`src/rtl/pipe_addsub_pkg.sv`:
```
// Shared constants, stage-count helper and stage payload layout for pipe_addsub.
package pipe_addsub_pkg;

  localparam int DEF_WIDTH = 32;
  localparam int DEF_CHUNK = 8;

  function automatic int calc_stages(input int width, input int chunk);
    return (chunk > 0) ? width / chunk : 0;
  endfunction

  // Payload carried by each stage register at the default width.
  typedef struct packed {
    logic                 vld;
    logic                 cy;
    logic                 sub;
    logic [DEF_WIDTH-1:0] sum;
    logic [DEF_WIDTH-1:0] a;
    logic [DEF_WIDTH-1:0] b;
  } stage_pl_t;

endpackage

```
`src/rtl/pipe_addsub_if.sv`:
```
// Operand/result handshake bundle; slave is the adder side, master the producer/consumer side.
interface pipe_addsub_if
  import pipe_addsub_pkg::*;
#(
  parameter int WIDTH = DEF_WIDTH
);
  logic             in_valid;
  logic             in_ready;
  logic [WIDTH-1:0] in_a;
  logic [WIDTH-1:0] in_b;
  logic             in_sub;
  logic             out_valid;
  logic             out_ready;
  logic [WIDTH-1:0] out_sum;
  logic             out_cout;
  logic             out_ovf;

  modport slave (
    input  in_valid, in_a, in_b, in_sub, out_ready,
    output in_ready, out_valid, out_sum, out_cout, out_ovf
  );

  modport master (
    output in_valid, in_a, in_b, in_sub, out_ready,
    input  in_ready, out_valid, out_sum, out_cout, out_ovf
  );
endinterface

```
`src/rtl/pipe_addsub_slice.sv`:
```
// CHUNK-bit combinational ripple adder; also reports the carry into its MSB for overflow detection.
module pipe_addsub_slice #(
  parameter int CHUNK = 8
) (
  input  logic [CHUNK-1:0] i_a,
  input  logic [CHUNK-1:0] i_b,
  input  logic             i_cin,
  output logic [CHUNK-1:0] o_sum,
  output logic             o_cmsb,
  output logic             o_cout
);
  logic w_c;

  always_comb begin
    w_c    = i_cin;
    o_sum  = '0;
    o_cmsb = 1'b0;
    for (int k = 0; k < CHUNK; k++) begin
      if (k == CHUNK - 1) o_cmsb = w_c;
      o_sum[k] = i_a[k] ^ i_b[k] ^ w_c;
      w_c      = (i_a[k] & i_b[k]) | (w_c & (i_a[k] ^ i_b[k]));
    end
    o_cout = w_c;
  end
endmodule

```
`src/rtl/pipe_addsub.sv`:
```
// Pipelined add/sub, one CHUNK-bit carry slice per stage, STAGES-edge latency, valid/ready both sides.
// Stalls propagate back to in_ready combinationally; define PIPE_ADDSUB_SAT_EN to clamp on signed overflow.
module pipe_addsub
  import pipe_addsub_pkg::*;
#(
  parameter int WIDTH = DEF_WIDTH,
  parameter int CHUNK = DEF_CHUNK
) (
  input logic          clk,
  input logic          rst_n,
  pipe_addsub_if.slave bus
);
  localparam int STAGES = calc_stages(WIDTH, CHUNK);

  if (CHUNK < 1 || WIDTH < CHUNK || (WIDTH % CHUNK) != 0) begin : g_cfg_check
    $error("pipe_addsub: WIDTH (%0d) must be a nonzero multiple of CHUNK (%0d)", WIDTH, CHUNK);
  end

  // Same layout as stage_pl_t, sized by this instance's WIDTH.
  typedef struct packed {
    logic             vld;
    logic             cy;
    logic             sub;
    logic [WIDTH-1:0] sum;
    logic [WIDTH-1:0] a;
    logic [WIDTH-1:0] b;
  } pl_t;

  pl_t               r_st     [STAGES];
  logic              r_ovf;
  pl_t               w_src    [STAGES];
  pl_t               w_nxt    [STAGES];
  logic [CHUNK-1:0]  w_sum_ch [STAGES];
  logic              w_cmsb   [STAGES];
  logic              w_cout   [STAGES];
  logic [STAGES-1:0] w_load;
  logic              w_room;
  logic              w_ovf;

  // B is inverted chunk by chunk as it reaches its stage, using the sub bit that travels with it.
  for (genvar i = 0; i < STAGES; i++) begin : g_slice
    pipe_addsub_slice #(.CHUNK(CHUNK)) u_slice (
      .i_a    (w_src[i].a[i*CHUNK +: CHUNK]),
      .i_b    (w_src[i].b[i*CHUNK +: CHUNK] ^ {CHUNK{w_src[i].sub}}),
      .i_cin  (w_src[i].cy),
      .o_sum  (w_sum_ch[i]),
      .o_cmsb (w_cmsb[i]),
      .o_cout (w_cout[i])
    );
  end

  always_comb begin
    w_src[0]     = '0;
    w_src[0].vld = bus.in_valid;
    w_src[0].cy  = bus.in_sub;
    w_src[0].sub = bus.in_sub;
    w_src[0].a   = bus.in_a;
    w_src[0].b   = bus.in_b;
    for (int i = 1; i < STAGES; i++) w_src[i] = r_st[i-1];
  end

  always_comb begin
    for (int i = 0; i < STAGES; i++) begin
      w_nxt[i]                       = w_src[i];
      w_nxt[i].cy                    = w_cout[i];
      w_nxt[i].sum[i*CHUNK +: CHUNK] = w_sum_ch[i];
    end
    w_ovf = w_cmsb[STAGES-1] ^ w_cout[STAGES-1];
`ifdef PIPE_ADDSUB_SAT_EN
    if (w_ovf) begin
      w_nxt[STAGES-1].sum = {w_src[STAGES-1].a[WIDTH-1], {(WIDTH-1){~w_src[STAGES-1].a[WIDTH-1]}}};
    end
`endif
  end

  // A stage may load when it, or any stage downstream of it, is empty, or the consumer takes a result.
  always_comb begin
    w_room = bus.out_ready;
    w_load = '0;
    for (int i = STAGES - 1; i >= 0; i--) begin
      w_room    = w_room || !r_st[i].vld;
      w_load[i] = w_room;
    end
  end

  always_ff @(posedge clk or negedge rst_n) begin
    if (!rst_n) begin
      for (int i = 0; i < STAGES; i++) r_st[i] <= '0;
      r_ovf <= 1'b0;
    end else begin
      for (int i = 0; i < STAGES; i++) begin
        if (w_load[i]) begin
          if (w_src[i].vld) r_st[i]     <= w_nxt[i];
          else              r_st[i].vld <= 1'b0;
        end
      end
      if (w_load[STAGES-1] && w_src[STAGES-1].vld) r_ovf <= w_ovf;
    end
  end

  assign bus.in_ready  = w_load[0];
  assign bus.out_valid = r_st[STAGES-1].vld;
  assign bus.out_sum   = r_st[STAGES-1].sum;
  assign bus.out_cout  = r_st[STAGES-1].cy;
  assign bus.out_ovf   = r_ovf;
endmodule
```
`src/flat_wrapper.sv`:
```
// flat-port wrapper written by rule: the top's interface ports become plain ports
module pipe_addsub_flat import pipe_addsub_pkg::*;
#(
  parameter int WIDTH = DEF_WIDTH,
  parameter int CHUNK = DEF_CHUNK
)
  (clk, rst_n, bus_in_valid, bus_in_a, bus_in_b, bus_in_sub, bus_out_ready, bus_in_ready, bus_out_valid, bus_out_sum, bus_out_cout, bus_out_ovf);
  pipe_addsub_if #(.WIDTH(WIDTH)) bus_i ();
  input logic clk;
  input logic rst_n;
  input wire logic [$bits(bus_i.in_valid)-1:0] bus_in_valid;
  input wire logic [$bits(bus_i.in_a)-1:0] bus_in_a;
  input wire logic [$bits(bus_i.in_b)-1:0] bus_in_b;
  input wire logic [$bits(bus_i.in_sub)-1:0] bus_in_sub;
  input wire logic [$bits(bus_i.out_ready)-1:0] bus_out_ready;
  output wire logic [$bits(bus_i.in_ready)-1:0] bus_in_ready;
  output wire logic [$bits(bus_i.out_valid)-1:0] bus_out_valid;
  output wire logic [$bits(bus_i.out_sum)-1:0] bus_out_sum;
  output wire logic [$bits(bus_i.out_cout)-1:0] bus_out_cout;
  output wire logic [$bits(bus_i.out_ovf)-1:0] bus_out_ovf;
  assign bus_i.in_valid = bus_in_valid;
  assign bus_i.in_a = bus_in_a;
  assign bus_i.in_b = bus_in_b;
  assign bus_i.in_sub = bus_in_sub;
  assign bus_i.out_ready = bus_out_ready;
  assign bus_in_ready = bus_i.in_ready;
  assign bus_out_valid = bus_i.out_valid;
  assign bus_out_sum = bus_i.out_sum;
  assign bus_out_cout = bus_i.out_cout;
  assign bus_out_ovf = bus_i.out_ovf;
  pipe_addsub #(.WIDTH(WIDTH), .CHUNK(CHUNK)) u_core (.clk(clk), .rst_n(rst_n), .bus(bus_i));
endmodule
```
`config.mk`:
```
export PLATFORM = sky130hd
export DESIGN_NAME = pipe_addsub_flat
export DESIGN_NICKNAME = d
export VERILOG_FILES = /design/src/rtl/pipe_addsub_pkg.sv /design/src/rtl/pipe_addsub_if.sv /design/src/rtl/pipe_addsub_slice.sv /design/src/rtl/pipe_addsub.sv /design/src/flat_wrapper.sv
export SDC_FILE = /design/constraint.sdc
export NUM_CORES = 1
export LEC_CHECK = 0
export ABC_AREA = 1
export BUFFER_PORTS_ARGS = -buffer_cell sky130_fd_sc_hd__buf_2
export CORE_MARGIN = 10
export CORE_UTILIZATION = 58
export CTS_CLUSTER_SIZE = 12
export DETAILED_ROUTE_END_ITERATION = 8
export HOLD_SLACK_MARGIN = 0.12
export PLACE_DENSITY_LB_ADDON = 0.1
export SLEW_MARGIN = 20
export SYNTH_ARGS = -nofsm -noshare
export SYNTH_HDL_FRONTEND = slang
export SYNTH_SLANG_ARGS = --single-unit
export TNS_END_PERCENT = 1
```
`constraint.sdc`:
```
create_clock -name clk -period 5.8 [get_ports clk]
set_input_delay 0.58 -clock clk [delete_from_list [all_inputs] [get_ports clk]]
set_output_delay 0.58 -clock clk [all_outputs]
set_load 0.01 [all_outputs]
```
==> impl_metrics.yaml <==
run_status:
  outcome: "complete, no violations"
yosys:
  synth_edf_count: 0
  netlist_area_um2: 8583
  postSynthCellCount: 925
  ys_top_cells_by_count: "341 x nand2_1, 188 x dfrtp_1, 156 x nand3_1"
  synth_area_leaders: "dfrtp_1 55%, nand2_1 15%, nand3_1 9.1%"
  synth_seq_cells: 188
  synth.distinct_cells: 19
  yosysWarnings: 0
  synth_flop_cell: "dfrtp_1"
  syn-num-nets: 1025
  netlist.area_leader.share: 0.5481
  syn_area_per_cell_um2: 9.279
  async_flop_share: 1.000
  yosys.area.top_type: "dfrtp_1"
  seq_area_frac_synth: 0.5481
  yosysMostFrequentCell: "nand2_1"
worst_setup_path:
  path_cells: "xnor2_1 > fa_1 > fa_1 > fa_1 > fa_1 > fa_1 > inv_1 > fa_1 > inv_1 > fa_1 > inv_1 > fa_1 > nand3_1 > nand2_1"
  crit_family: "adder cells"
  reg2reg_depth: 14
  startpoint: "u_core.r_st[195]$_DFFE_PN0P_"
  worst_path_max_delay_cell: "dfrtp_1"
  crit_arrival_ns: 4.77
  critPathLaunchType: "flip-flop"
  critPathBufInv: 3
  r2r_setup_slack_ns: 1.34
  r2r-end: "u_core.bus.out_sum[31]$_DFFE_PN0P_"
  path_max_fanout: 9
  cpMostUsedCell: "fa_1"
  critPathRequiredTime_ns: 6.11
  r2r_start: "u_core.r_st[195]$_DFFE_PN0P_"
  critPathMaxStageDelay_ns: 0.60
  worstSetupPathType: "flip-flop to flip-flop"
  worstSetupEndpointType: "flip-flop"
power_and_ir_drop:
  clkPwrFrac: 0.252
  p_seq_frac: 0.427
  peakVddDrop_v: 0.0002811
  power_frac_comb: 0.321
  powerDensity_nw_per_um2: 511.5
  p_sw_w: 0.001731
  internal_power_w: 0.003146
  p_leak_nw: 5.111
  switching_share: 0.3548
timing:
  period_minus_slack_ns: 4.462
  fmax_ghz: 0.2241
  relSlewSlack: 0.2705
  hold_violations: 0
  worst_slack_ns: 1.338
  grt_setup_unrepaired: "false"
  tightestPinTransition_ns: 1.090
  drv_slew: 0
  hold_ws_ns: 0.3793
  finalSetupViolCount: 0
  period_share: 0.7692
  fin_tns_setup_ns: 0
  finClkSkew_ns: 0.007260
floorplanning:
  initial_utilization: 0.5906
  die_w_um: 141.7
  design.core.area_um2: 14530
  ioPinCount: 105
  die-area_um2: 20060
  die_y_um: 141.7
  rows: 44
drt:
  viasPerCell: 5.079
  firstDrtPassIters: 4
  vias: 5912
  antenna_left: 0
  wire_per_inst_um: 14.80
  wl_um: 17230
  drtIter0Drc: 460
  drc_errors: 0
global_route:
  antenna_found_initial: 0
  grt_pass1_vias: 5849
  met2_usage: 0.2313
  grt_usage: 0.1808
  grt_use_met1: 0.2863
  top_usage_layer: "met1"
  grt_pass1_wl_um: 29860
  grt-ovfl-total: 0
  grt_max_degree: 75
  grt_use_met3: 0.05174
placement:
  dp_hpwl_um: 11930
  gp_congestion: 0.8127
  io_buffers: 104
  pre_cts_ws_ns: 1.377
  dpl.cell_count: 1132
clock_network:
  clock_latency_ns: 0.43
  clk_path_buf_depth: 2
  cts-htree-levels: 4
  cts_buffers: 17
  post_cts_resized: 0
  cts_hold_buf: 1
  cts.sinks: 188
  root_buffer: "clkbuf_16"
  clkTransAtPathRegs_ns: 0.07
  cts_setup_buffers: 0
  cts_tree: "built"
hold_path:
  min_path_cells: 3
  hold_class: "primary input to flip-flop"
  hp-start: "bus_in_b[19]"
  min_to: "u_core.r_st[316]$_DFFE_PN0P_"
layout:
  nNetsFinal: 1068
  final_cells: 1164
  antenna_cells: 0
  layout-drive-gt1-share: 0.1541
  areaGrowthSynthToFinish_pct: 11.09
run:
  cap_violations: 0
==> worst max path at each step <==
stage	cells after the start	slack, ns	to
4_1_cts	14	1.30	u_core.bus.out_sum[31]$_DFFE_PN0P_
3_3_place_gp	14	1.47	u_core.bus.out_sum[31]$_DFFE_PN0P_
2_1_floorplan	15	1.61	u_core.bus.out_sum[31]$_DFFE_PN0P_
5_1_grt	14	1.10	u_core.bus.out_sum[31]$_DFFE_PN0P_
3_5_place_dp	14	1.38	u_core.bus.out_sum[31]$_DFFE_PN0P_
6_report	14	1.34	u_core.bus.out_sum[31]$_DFFE_PN0P_
==> power groups by stage <==
stage               combinational (W)  clock (W)  sequential [W]
detailed placement            0.00158          0         0.00210
global route                  0.00184    0.00131         0.00214
CTS                           0.00160    0.00125         0.00208
global placement              0.00152          0         0.00209
finish                        0.00157    0.00123         0.00208
floorplan                     0.00133          0         0.00197
==> worst min-delay path: cells and delay by family <==
kind / cells / cell delay (ns)
buf+inv: 1 / 0.07
simple gates: 2 / 0.12
==> per-layer routing <==
metal	vias to the layer above	share of wire
li1	2957	-
met1	2797	0.53
met2	142	0.40
met3	16	0.059
met4	0	0.011
met5	-	0
==> stage by stage <==
step	util	total power, W	cell area [um^2]
floorplan	-	0.003298	8583
global placement	0.6119	0.003613	8894
detailed placement	0.6119	0.003678	8894
CTS	0.6561	0.004933	9535
global route	0.6561	0.005285	9535
finish	0.6561	0.004877	9535
==> kinds of logic (layout without fill, tap and decap cells) <==
family	Yosys count	in the layout	share of synthesized area
simple gates	508	508	0.2475
flops	188	188	0.5481
mux	1	1	0.001312
buf+inv	136	191	0.08076
fa+ha+maj	31	31	0.07230
xor+xnor	33	33	0.03367
compound gates	28	28	0.01633
==> cells in the final DEF (no fill, tap or decap), types with 3 or more instances in the layout <==
cell type | synthesis | routed
xnor2_1 | 23 | 23
bufinv_16 | 0 | 4
nand3_1 | 156 | 156
clkbuf_8 | 0 | 3
dfrtp_1 | 188 | 188
nand2_1 | 341 | 340
clkbuf_16 | 0 | 17
o21ai_0 | 20 | 20
buf_4 | 42 | 10
buf_2 | 20 | 103
nor2_1 | 8 | 8
fa_1 | 31 | 31
a21oi_1 | 8 | 8
inv_1 | 44 | 44
clkinv_2 | 0 | 4
xor2_1 | 10 | 10
==> area by class of cell <==
type	instances	area, um^2
fill	1272	4999
sequential	188	4705
multi-input combinational	601	3188
timing repair buffer	115	611.8
clock buffer	20	466.7
tap	184	230.2
inverter	45	168.9
clock inverter	11	165.2
==> registers in the layout, indices dropped and copies added (netlist names) <==
register / count
u_core.bus.out_valid: 1
u_core.bus.out_cout: 1
u_core.bus.out_ovf: 1
u_core.bus.out_sum: 32
u_core.r_st: 153
Note: power is estimated with default switching activity, not from simulation.
